`config.mk`:
```
export PLATFORM = sky130hd
export DESIGN_NAME = mem_init_loader
export DESIGN_NICKNAME = d
export VERILOG_FILES = /design/src/rtl/mem_loader_pkg.sv /design/src/rtl/mem_init_loader_byte_word_packer.sv /design/src/rtl/mem_init_loader.sv
export SDC_FILE = /design/constraint.sdc
export NUM_CORES = 1
export LEC_CHECK = 0
export BUFFER_PORTS_ARGS = -buffer_cell sky130_fd_sc_hd__buf_4
export CORE_MARGIN = 3
export CORE_UTILIZATION = 40
export DETAILED_ROUTE_END_ITERATION = 10
export SYNTH_ARGS = -nofsm -noshare
export SYNTH_HDL_FRONTEND = slang
export SYNTH_SLANG_ARGS = --single-unit
```
`constraint.sdc`:
```
create_clock -name clk_100MHz -period 2.05 [get_ports clk_100MHz]
set_input_delay 0.41 -clock clk_100MHz [delete_from_list [all_inputs] [get_ports clk_100MHz]]
set_output_delay 0.41 -clock clk_100MHz [all_outputs]
set_load 0.02 [all_outputs]
```
`src/rtl/mem_loader_pkg.sv`:
```
// Shared types and default sizes for the memory-initialization boot loader.
package mem_loader_pkg;

    // Default memory depths in 32-bit words; must track the core's memory sizing.
    localparam int IM_DEPTH_DEF = 256;
    localparam int SM_DEPTH_DEF = 256;

    // Frame header opcodes (header bits [1:0]; bits [7:2] are ignored).
    typedef enum logic [1:0] {
        OP_LOAD_IM = 2'b00,
        OP_LOAD_SM = 2'b01,
        OP_RUN     = 2'b10,
        OP_HALT    = 2'b11
    } opcode_e;

    // Loader FSM states.
    typedef enum logic [2:0] {
        ST_IDLE   = 3'd0,
        ST_CNT_LO = 3'd1,
        ST_CNT_HI = 3'd2,
        ST_DATA   = 3'd3,
        ST_WRITE  = 3'd4
    } state_e;

endpackage

```
`src/rtl/mem_init_loader_byte_word_packer.sv`:
```
// Assembles four bytes, least significant first, into a 32-bit word.
// o_word already includes the byte being accepted, so the caller can use
// the complete word in the same cycle that o_word_valid is high.
module byte_word_packer (
    input  logic        i_clk,
    input  logic        i_rst_n,
    input  logic        i_clear,
    input  logic        i_en,
    input  logic [7:0]  i_byte,
    output logic [31:0] o_word,
    output logic        o_word_valid
);

    logic [31:0] r_word;
    logic [1:0]  r_byte_idx;
    logic [31:0] w_word;

    // New bytes enter at the top; after four shifts the first byte sits in [7:0].
    assign w_word       = {i_byte, r_word[31:8]};
    assign o_word       = w_word;
    assign o_word_valid = i_en && !i_clear && (r_byte_idx == 2'd3);

    // Shift register and byte position; clear drops any partial word.
    always_ff @(posedge i_clk or negedge i_rst_n) begin
        if (!i_rst_n) begin
            r_word     <= 32'd0;
            r_byte_idx <= 2'd0;
        end else if (i_clear) begin
            r_word     <= 32'd0;
            r_byte_idx <= 2'd0;
        end else if (i_en) begin
            r_word     <= w_word;
            r_byte_idx <= r_byte_idx + 2'd1;
        end
    end

endmodule

```
`src/rtl/mem_init_loader.sv`:
```
// Byte-stream boot loader driving the IM/SM initialization write ports.
// Stream handshake: a byte moves when in_valid && in_ready on a rising clock
// edge; the host may drop in_valid at any time and the loader just waits.
// in_ready is registered: high in IDLE/CNT_LO/CNT_HI/DATA, low in WRITE and reset.
module mem_init_loader
    import mem_loader_pkg::*;
#(
    parameter  int IM_DEPTH = IM_DEPTH_DEF,
    parameter  int SM_DEPTH = SM_DEPTH_DEF,
    localparam int IM_AW    = $clog2(IM_DEPTH << 2),
    localparam int SM_AW    = $clog2(SM_DEPTH << 2)
) (
    input  logic             clk_100MHz,
    input  logic             reset,
    input  logic [7:0]       in_data,
    input  logic             in_valid,
    output logic             in_ready,
    output logic [IM_AW-1:0] writeAddr_IM,
    output logic [31:0]      writeData_IM,
    output logic             writeEn_IM,
    output logic [SM_AW-1:0] writeAddr_SM_TB,
    output logic [31:0]      writeData_SM_TB,
    output logic             writeEn_SM_TB,
    output logic             Memory_Initialization,
    output logic             load_done,
    output logic             err_overflow
);

    localparam logic [16:0] IM_DEPTH_W = 17'(IM_DEPTH);
    localparam logic [16:0] SM_DEPTH_W = 17'(SM_DEPTH);

    state_e      r_state;
    logic        r_in_ready;
    logic        r_is_sm;
    logic [15:0] r_cnt;
    logic [15:0] r_idx;
    logic        r_mem_init;
    logic        r_load_done;
    logic        r_err;
    logic        r_we_im;
    logic        r_we_sm;
    logic [IM_AW-1:0] r_addr_im;
    logic [SM_AW-1:0] r_addr_sm;
    logic [31:0] r_data_im;
    logic [31:0] r_data_sm;

    logic        w_accept;
    opcode_e     w_opcode;
    logic        w_pk_clear;
    logic        w_pk_en;
    logic [31:0] w_word;
    logic        w_word_valid;
    logic        w_in_range;
    logic        w_last;

    assign w_accept   = in_valid && r_in_ready;
    assign w_opcode   = opcode_e'(in_data[1:0]);
    assign w_pk_clear = (r_state == ST_CNT_HI) && w_accept;
    assign w_pk_en    = (r_state == ST_DATA) && w_accept;
    assign w_in_range = r_is_sm ? ({1'b0, r_idx} < SM_DEPTH_W)
                                : ({1'b0, r_idx} < IM_DEPTH_W);
    assign w_last     = ((r_idx + 16'd1) == r_cnt);

    byte_word_packer u_packer (
        .i_clk        (clk_100MHz),
        .i_rst_n      (reset),
        .i_clear      (w_pk_clear),
        .i_en         (w_pk_en),
        .i_byte       (in_data),
        .o_word       (w_word),
        .o_word_valid (w_word_valid)
    );

    // Frame FSM with registered strobes: the write is launched when the 4th
    // byte is accepted so the strobe is visible during the WRITE cycle.
    always_ff @(posedge clk_100MHz or negedge reset) begin
        if (!reset) begin
            r_state     <= ST_IDLE;
            r_in_ready  <= 1'b0;
            r_is_sm     <= 1'b0;
            r_cnt       <= 16'd0;
            r_idx       <= 16'd0;
            r_mem_init  <= 1'b1;
            r_load_done <= 1'b0;
            r_err       <= 1'b0;
            r_we_im     <= 1'b0;
            r_we_sm     <= 1'b0;
            r_addr_im   <= '0;
            r_addr_sm   <= '0;
            r_data_im   <= 32'd0;
            r_data_sm   <= 32'd0;
        end else begin
            r_load_done <= 1'b0;
            r_we_im     <= 1'b0;
            r_we_sm     <= 1'b0;
            case (r_state)
                ST_IDLE: begin
                    r_in_ready <= 1'b1;
                    if (w_accept) begin
                        unique case (w_opcode)
                            OP_LOAD_IM, OP_LOAD_SM: begin
                                r_is_sm    <= (w_opcode == OP_LOAD_SM);
                                r_idx      <= 16'd0;
                                r_err      <= 1'b0;
                                r_mem_init <= 1'b1;
                                r_state    <= ST_CNT_LO;
                            end
                            OP_RUN:  r_mem_init <= 1'b0;
                            OP_HALT: r_mem_init <= 1'b1;
                        endcase
                    end
                end
                ST_CNT_LO: begin
                    if (w_accept) begin
                        r_cnt[7:0] <= in_data;
                        r_state    <= ST_CNT_HI;
                    end
                end
                ST_CNT_HI: begin
                    if (w_accept) begin
                        r_cnt[15:8] <= in_data;
                        if ({in_data, r_cnt[7:0]} == 16'd0) begin
                            r_load_done <= 1'b1;
                            r_state     <= ST_IDLE;
                        end else begin
                            r_state <= ST_DATA;
                        end
                    end
                end
                ST_DATA: begin
                    if (w_word_valid) begin
                        r_in_ready <= 1'b0;
                        r_state    <= ST_WRITE;
                        if (w_in_range) begin
                            if (r_is_sm) begin
                                r_we_sm   <= 1'b1;
                                r_addr_sm <= SM_AW'({r_idx, 2'b00});
                                r_data_sm <= w_word;
                            end else begin
                                r_we_im   <= 1'b1;
                                r_addr_im <= IM_AW'({r_idx, 2'b00});
                                r_data_im <= w_word;
                            end
                        end else begin
                            // Out-of-range words are dropped, never aliased.
                            r_err <= 1'b1;
                        end
                        r_idx <= r_idx + 16'd1;
                        if (w_last) begin
                            r_load_done <= 1'b1;
                        end
                    end
                end
                ST_WRITE: begin
                    // Index was already advanced; equal to count means frame end.
                    r_in_ready <= 1'b1;
                    r_state    <= (r_idx == r_cnt) ? ST_IDLE : ST_DATA;
                end
                default: begin
                    r_in_ready <= 1'b0;
                    r_state    <= ST_IDLE;
                end
            endcase
        end
    end

    assign in_ready              = r_in_ready;
    assign writeAddr_IM          = r_addr_im;
    assign writeData_IM          = r_data_im;
    assign writeEn_IM            = r_we_im;
    assign writeAddr_SM_TB       = r_addr_sm;
    assign writeData_SM_TB       = r_data_sm;
    assign writeEn_SM_TB         = r_we_sm;
    assign Memory_Initialization = r_mem_init;
    assign load_done             = r_load_done;
    assign err_overflow          = r_err;

endmodule

```
### Yosys cells after proc, flatten, opt, wreduce, memory -nomap -nowiden

Index checks and enable logic that the tools add are counted.

| word-level totals | value |
|---|---|
| output and inout port bits | 90 |
| bits in registers | 156 |
| word-level logic and storage cells | 100 |
| input bits | 11 |

| operators by class | value |
|---|---|
| order comparisons | 1 |
| $add $sub $neg | 2 |
| multiplexer cells | 37 |
| reduce and logical (&&, ||, !) cells | 25 |
| bitwise gates (word level) | 2 |
| eq/ne operators | 16 |

Operator list:

| operator | count |
|---|---|
| $mux 32 | 2 |
| $mux 16 | 3 |
| $eq 16x16->1 | 2 |
| $pmux 16 s2 | 1 |
| $mux 1 | 17 |
| $add 16x1->16 const B | 1 |
| $logic_not 16->1 | 1 |
| $lt 16x9->1 const B | 1 |
| $mux 3 | 5 |
| $pmux 3 s5 | 1 |
| $reduce_and 4->1 | 3 |
| $reduce_and 5->1 | 2 |
| $mux 2 | 4 |
| $ne 2x2->1 const B | 4 |
| $reduce_and 2->1 | 4 |
| $eq 2x2->1 const B | 3 |
| $eq 3x2->1 const B | 2 |
| $pmux 1 s2 | 3 |
| $reduce_or 2->1 | 3 |
| $logic_and 1x1->1 | 5 |
| $ne 2x1->1 const B | 2 |
| $reduce_bool 2->1 | 2 |
| $eq 3x1->1 const B | 1 |
| $eq 3x3->1 const B | 1 |
| 9 further kinds | 10 |

### Depth between registers and ports, before layout

Gate-level depths: netlist of run 1.

| logic depth | value |
|---|---|
| depth after elaboration | 7 |
| mapped depth | 9 |
| gate-level depth less buffers | 7 |

### Hierarchy

A second synthesis of run 1 with hierarchy kept.

| unflattened totals | value |
|---|---|
| cells, all modules | 530 |
| area total of the unflattened synthesis | 6,617.6 µm² |

Modules (own cells, without submodules):

| module | times used | sequential area each (µm²) | cells an instance | area an instance (µm²) |
|---|---|---|---|---|
| mem_init_loader | 1 | 3,054.2 | 435 | 5,461.5 |
| byte_word_packer | 1 | 650.6 | 95 | 1,156.1 |

### Least setup slack after synthesis of run 1

Ideal clock, no wire load.

| timing | value |
|---|---|
| kind | register to register |
| from | reg r_idx[0] |
| to | reg r_load_done (netlist: load_done) |
| stages on the path, launching flop included | 8 |
| data arrival time | 2.084 ns |
| path slack | -0.126 ns |
| cell sequence | dfrtp_1 -> ha_1 -> and4_4 -> and2_2 -> xor2_1 -> a22oi_1 -> or4_1 -> o31ai_2 |

| between the ends | value |
|---|---|
| word-level cells in the longest chain between the ends | 5 |

RTL lines:

| element | RTL line | RTL |
|---|---|---|
| start: declaration | mem_init_loader.sv:36 | `logic [15:0] r_idx;` |
| start signal: assignment | mem_init_loader.sv:148 | `r_idx <= r_idx + 16'd1;` |
| $add 16x1->16 | mem_init_loader.sv:62 | `assign w_last = ((r_idx + 16'd1) == r_cnt);` |
| $eq 16x16->1 | mem_init_loader.sv:62 |  |
| $mux 1 | mem_init_loader.sv:149 | `if (w_last) begin` |
| $mux 1 | mem_init_loader.sv:131 | `if (w_word_valid) begin` |
| $pmux 1 s2 | mem_init_loader.sv:96 | `case (r_state)` |
| end signal: assignment | mem_init_loader.sv:84 | `r_load_done <= 1'b0;` |
| end signal: assignment | mem_init_loader.sv:93 | `r_load_done <= 1'b0;` |
| end signal: assignment | mem_init_loader.sv:150 | `r_load_done <= 1'b1;` |
| end: declaration | mem_init_loader.sv:38 | `logic r_load_done;` |

Every way passes these cells.
A chain may end at the register's enable or synchronous reset.

### Worst setup path after layout of run 1

Ends and elaborated chain as after synthesis.

==> out/metrics.csv, run 1 <==
metric;value;unit
clock latency at the later pin of the worst-skew pair;0.42;ns
violated checks;negative setup slack;
Pwr Density;1270;nW/um^2
DR pass1 iterations;4;
Pleak;4.200;nW
row count;45;
final hold vios;0;
register area share after synthesis;0.5799;
gr usage total;0.1836;
num ports;101;
CP endpoint kind;flip-flop;
largest net degree at the start of global routing;49;
Final Setup Violations;1;
status;finished with violations;
nature of the critical path startpoint;flip-flop;
total CTS buffers;17;
vias in the first global route;4593;
critical path class;flip-flop to flip-flop;
Placed Cells;814;
n_diodes;0;
Initial Util;0.4141;
final worst slack;-0.007103;ns
register bit total from synthesis;148;
Die Ht;132.4;microns
CP max FO;5;
GPL Wtd Cong;0.9237;
hpwl dp;10990;microns
DRC violations left;0;
clock sinks;148;
root buf cell;clkbuf_16;
Synth Cell Area;6389;sq um
arrival time worst endpoint;2.37;ns
Most used DFF post-synth;dfrtp_1;
skew final;0.01137;ns
vias per inst;5.200;
Netlist cell types;57;
PnR Total Power;0.01084;W
routed via count;4482;
Mean Syn Cell Area;12.96;sq um
Die Wd;132.4;microns
Yosys Warn Count;0;
hold crit path type;input port to flip-flop;
Async S/R FF share, synth;1.000;
fin crit share;1.003;
port bufs;96;
initial antenna violation count;0;
Max rail drop VDD;0.0008586;V
core region area;15430;sq um
number of buffers on the longest clock path;2;
Overflow after GRT;0;
fmax;486.1;MHz
Syn-to-layout area delta;33.61;%
Slew Limit Fails;0;
routed wire length;16340;microns
EDFF count, synth;0;
Layout fillers;1315;
DR WL/cell;18.95;microns
die footprint;17520;sq um
Clock transition at path regs;0.06;ns
post-route insts no fill;862;
CTS tree;done;
Final nets;653;
fin crit period;2.057;ns
RSZ-0062 raised after global routing;yes;
DRT iter0 DRCs;265;
Routed Antenna Nets;0;
Mapped Cells;493;
htree depth;4;
global-route wire length before repair;25340;microns
worst path required time;2.37;ns
layout cell share with drive strength beyond 1;0.4178;
MaxCap Viol Count;0;
-- area by class of cell --
class	instances	area [sq um]	area share
repair buffers	158	1335	0.1564
flip-flops and latches	148	3719	0.4356
clock inverters	7	122.6	0.01437
well taps	211	264.0	0.03093
multi-input cells	309	2595	0.3040
clock buffers	23	478.0	0.05600
inverters	6	22.52	0.002639
-- metrics by stage --
| step | util | area [sq um] | hold slack [ns] | TNS (ns) | setup WS, ns |
|---|---|---|---|---|---|
| floorplan | - | 6419 | 0.1144 | 0 | 0.01051 |
| global placement | 0.4950 | 7636 | 0.3915 | -1.143 | -0.03804 |
| detailed placement | 0.4950 | 7636 | 0.4032 | -2.109 | -0.07558 |
| CTS | 0.5383 | 8304 | 0.2721 | 0 | 0.003211 |
| global route | 0.5533 | 8536 | 0.2758 | -0.5392 | -0.08472 |
| finish | 0.5533 | 8536 | 0.2865 | -0.007103 | -0.007103 |
-- worst max-delay path: stages, from the launching register on --
cell     delay, ns
dfrtp_2       0.39
ha_4          0.16
and4_4        0.23
and4_4        0.23
xnor2_1       0.12
nand4_1       0.10
or4_4         0.52
o31ai_2       0.20
-- cells in the mapped netlist (2+ instances only) --
library cell | count | area, sq um
ha_1 | 2 | 25.02
o21ai_0 | 21 | 105.1
a22o_1 | 25 | 219.0
nor3b_1 | 3 | 22.52
o221ai_1 | 2 | 17.52
nand4_1 | 7 | 43.79
and3_1 | 2 | 12.51
inv_1 | 5 | 18.77
mux2i_1 | 2 | 20.02
xor2_1 | 7 | 61.31
a21oi_1 | 7 | 35.03
or3_1 | 2 | 12.51
nor4_1 | 8 | 50.05
buf_4 | 9 | 67.56
dfrtp_1 | 147 | 3679
or2_2 | 3 | 18.77
xnor2_1 | 20 | 175.2
nand2b_1 | 2 | 12.51
nand2_1 | 37 | 138.9
clkbuf_1 | 14 | 52.55
a21o_1 | 2 | 15.01
nor3_1 | 4 | 20.02
or4_1 | 2 | 15.01
mux2_2 | 51 | 574.3
and2_1 | 2 | 12.51
o31a_1 | 2 | 17.52
nor2_1 | 16 | 60.06
nand3_1 | 2 | 10.01
and4_1 | 4 | 35.03
a31oi_1 | 2 | 12.51
mux2_1 | 46 | 518.0
buf_2 | 10 | 50.05
-- cell families (layout without fill, tap and decap cells) --
group | count (synthesis) | count (layout) | share of synthesized area
flops | 148 | 148 | 0.5799
simple gates | 106 | 106 | 0.09577
mux | 99 | 99 | 0.1741
compound gates | 71 | 71 | 0.07854
buf+inv | 39 | 194 | 0.03016
xor+xnor | 27 | 27 | 0.03702
fa+ha+maj | 2 | 2 | 0.003916
other cells | 1 | 4 | 0.0005870
-- layout by cell type (no fill, tap or decap), types with 3 or more instances in the layout --
cell type  synthesis  final
buf_4              9    145
dfrtp_1          147    136
mux2_2            51     51
mux2_1            46     46
nand2_1           37     36
a22o_1            25     25
o21ai_0           21     21
clkbuf_16          0     20
xnor2_1           20     18
nor2_1            16     16
dfrtp_2            0     11
nand4_1            7      7
a21oi_1            7      7
xor2_1             7      6
inv_1              5      5
nor4_1             8      5
buf_12             0      5
conb_1             1      4
nor3_1             4      3
and4_1             4      3
nor4_4             1      3
or2_2              3      3
nor3b_1            3      3
clkbuf_8           0      3
clkbuf_1          14      3
bufinv_16          0      3
buf_6              0      3
-- sequential cells by signal, summed over array words and instances, names as in the netlist --
name	cells
r_cnt	16
r_state	3
Memory_Initialization	1
writeEn_IM	1
writeEn_SM_TB	1
in_ready	1
writeData_IM	32
u_packer.r_byte_idx	2
writeAddr_IM	8
r_idx	16
writeAddr_SM_TB	8
err_overflow	1
u_packer.r_word	24
writeData_SM_TB	32
load_done	1
r_is_sm	1
-- report_power, final --
group,internal (W),switching [W]
clock,0.00200,0.00115
combinational,0.00162,0.00159
sequential,0.00375,0.000732
total,0.00737,0.00347
-- routing by layer --
layer  up-vias  share of wire  global-route usage
met5         -              0                   0
met4         0         0.0092             0.05831
met3        15          0.044             0.04618
met2       104           0.47              0.2850
met1      2303           0.48              0.2546
li1       2060              -                   -
-- repair_timing --
item | in CTS | in global routing
resized for setup | 6 | 16
pin swaps | 5 | 4
endpoints found under the setup margin | 36 | 38
setup buffers | 5 | 8
gates cloned | 0 | 4
hold endpoints to repair | 44 | 0
hold buffers | 1 | 0
-- final timing paths --
kind,startpoint,endpoint,slack (ns),depth (start not counted)
min,in_data[2],u_packer.r_word[26],0.29,2
max reg2reg,r_idx[0],load_done,-0.007,7
max,r_idx[0],load_done,-0.007,7
min reg2reg,writeAddr_SM_TB[7],writeAddr_SM_TB[7],0.48,2
min in group asynchronous,reset,err_overflow,0.52,2
max in group asynchronous,reset,r_idx[2],0.85,3
No activity file was read; power rests on OpenSTA's default activity.
==> run 2, diff against run 1 <==
- ABC_AREA: default -> 1
- CTS_CLUSTER_SIZE: default -> 16
- RECOVER_POWER: default -> 100
==> out/metrics.csv, run 2 <==
metric;value;unit;change
Slew Limit Fails;0;;unchanged
Yosys Warn Count;0;;unchanged
row count;45;;unchanged
htree depth;4;;unchanged
Critical Path Max Stage Delay;0.45;ns;-0.07 ns
commonest non-fill, non-tap cell in the layout;nand2_1;;
Syn-to-layout area delta;19.32;%;
register bit total from synthesis;148;;unchanged
total CTS buffers;17;;unchanged
worst path required time;2.35;ns;-0.02 ns
layout cell share with drive strength beyond 1;0.1012;;-0.3166
Setup WS pre-CTS;0.05986;ns;+0.1354 ns
GPL Wtd Cong;0.8755;;-5.2%
global-route wire length before repair;27770;microns;+9.6%
Area contributors post-synth;dfrtp_1 57%, nand2_1 11%, o21ai_1 6.3%;;
fin crit share;0.9489;;-0.05459
DR pass1 iterations;5;;+1
EDFF count, synth;0;;unchanged
Synth Cell Area;6476;sq um;+1.4%
core region area;15540;sq um;+0.73%
port bufs;96;;unchanged
fin crit period;1.945;ns;-0.1119 ns
CP cell instances;inv_2, nand3_2, nor2_4, nand2_4, nand2_4, nand3_4, nor2_4, inv_1, o21ai_0, a21oi_1;;
Routed Antenna Nets;0;;unchanged
Mean Syn Cell Area;9.045;sq um;-30%
register area share after synthesis;0.5721;;-0.007843
CP endpoint kind;flip-flop;;
Slowest-stage cell, CP;dfrtp_2;;
clock latency at the later pin of the worst-skew pair;0.43;ns;about the same
Pwr Density;1178;nW/um^2;-7.2%
critical path class;flip-flop to flip-flop;;
MaxCap Viol Count;0;;unchanged
gr usage total;0.1979;;+0.01436
CP max FO;10;;+5
hpwl dp;12470;microns;+14%
DR WL/cell;16.40;microns;-13%
Synth area leader;dfrtp_1;;
Initial Util;0.4167;;+0.002635
final hold vios;0;;unchanged
Die Wd;133.2;microns;+0.65%
Async S/R FF share, synth;1.000;;unchanged
Final Setup Violations;0;;-1
die footprint;17750;sq um;+1.3%
WP buf/inv;2;;+2
hold crit path type;input port to flip-flop;;
Most used DFF post-synth;dfrtp_1;;
RSZ-0062 raised after global routing;no;;
num ports;101;;unchanged
routed wire length;17240;microns;+5.5%
initial antenna violation count;0;;unchanged
max_slew headroom;0.2684;;
arrival time worst endpoint;2.25;ns;-0.12 ns
Final nets;841;;+29%
Clock transition at path regs;0.06;ns;about the same
DRC violations left;0;;unchanged
fmax;514.1;MHz;+5.8%
root buf cell;clkbuf_16;;
Max rail drop VDD;0.0006540;V;-24%
Slew @ Worst Pin;1.097;ns;
number of buffers on the longest clock path;2;;unchanged
top cell type's share of synthesized area;0.5680;;-0.007787
DRT iter0 DRCs;330;;+25%
Die Ht;133.2;microns;+0.65%
Worst path top cell family by delay;simple AND/OR/NAND/NOR gates;;
most numerous cell in the Yosys netlist;nand2_1;;
status;finished, final reports clean;;
Netlist cell types;35;;-39%
setup TNS;0;ns;+0.007103 ns
Mapped Cells;716;;+45%
routed via count;5299;;+18%
n_diodes;0;;unchanged
vias in the first global route;5189;;+13%
synth cell count leaders;186 x nand2_1, 147 x dfrtp_1, 81 x o21ai_1;;
vias per inst;5.042;;-3.0%
Layout fillers;1558;;+18%
skew final;0.009820;ns;-0.001552 ns
final worst slack;0.1048;ns;+0.1119 ns
clock sinks;148;;unchanged
Pleak;3.525;nW;-16%
commonest non-fill, non-tap cells in the layout;186 x nand2_1, 146 x dfrtp_1, 89 x clkbuf_1, 80 x o21ai_0, 75 x inv_1;;
CTS tree;done;;
largest net degree at the start of global routing;81;;+65%
Overflow after GRT;0;;unchanged
nature of the critical path startpoint;flip-flop;;
-- run 2: cell types whose count changed after synthesis, sizes merged, moves of 9 or more --
| cell | change |
|---|---|
| xnor2 | -11 |
| o21ai | +86 |
| nor2 | +27 |
| nand2 | +153 |
| mux2 | -97 |
| o22ai | +29 |
| inv | +73 |
| nor3 | +9 |
| clkbuf | -11 |
| nand3 | +23 |
| a22o | -25 |
-- run 2: layer usage --
metal	share of wire	global-route usage
met5	0	0
met4	0.019	0.07486
met2	0.47	0.3143
met3	0.047	0.04116
met1	0.46	0.2690
-- run 2: kinds of logic (layout without fill, tap and decap cells) --
family	count (synthesis)	in the layout	synth area share
and+or+nand+nor	292	292	0.2025
AOI/OAI and AO/OA	148	148	0.1213
DFF	148	148	0.5721
buffers and inverters	107	228	0.07535
xor gates and xnor gates	18	18	0.02434
adders and majority gates	2	2	0.003863
other	1	4	0.0005790
-- run 2: what timing repair did --
action,in CTS,in global routing
setup endpoints to repair,0,28
buffers inserted,0,4
endpoints found under the hold margin,38,0
hold buffers,1,0
resized for setup,0,3
-- run 2: path summary, 6_finish.rpt --
kind                                  start               end  slack (ns)  cells past startpoint
min reg2reg                writeData_IM[29]  writeData_IM[29]        0.49                      2
max                              r_state[2]         r_idx[10]        0.10                     10
min in group asynchronous             reset         r_idx[12]        0.74                      2
min                              in_data[5]         r_cnt[13]        0.20                      3
max reg2reg                      r_state[2]         r_idx[10]        0.10                     10
max in group asynchronous             reset  writeData_IM[20]        0.29                      3
-- run 2: tightest hold or removal path: stages --
cell	delay [ns]
buf_4	0.08
nand2_1	0.04
o21ai_0	0.06
-- run 2: final cells by class --
class / instances / area [sq um] / share of cell area
Sequential cell: 148 / 3706 / 0.4796
Multi-Input combinational cell: 464 / 2305 / 0.2983
Timing Repair Buffer: 118 / 591.8 / 0.07659
Clock buffer: 19 / 442.9 / 0.05732
Inverter: 79 / 296.5 / 0.03837
Tap cell: 211 / 264.0 / 0.03416
Clock inverter: 12 / 121.4 / 0.01571
-- run 2: power breakdown --
group          internal (W)  total (W)  leakage (nW)  switching (W)
sequential          0.00345    0.00380          2.02       0.000359
clock               0.00172    0.00299         0.263        0.00127
combinational      0.000736    0.00231          1.25        0.00157
total               0.00590    0.00910          3.52        0.00321
-- run 2: per-stage QoR --
step	hold slack (ns)	cells	cell area (sq um)	power (W)	util
final	0.2035	1051	7727	0.009103	0.4973
after global placement	0.3584	1015	7462	0.006169	0.4802
after detailed placement	0.3618	1015	7462	0.006245	0.4802
after floorplan	0.1144	719	6487	0.005364	-
after global routing	0.2079	1051	7727	0.009608	0.4973
after CTS	0.1960	1047	8036	0.009258	0.5172
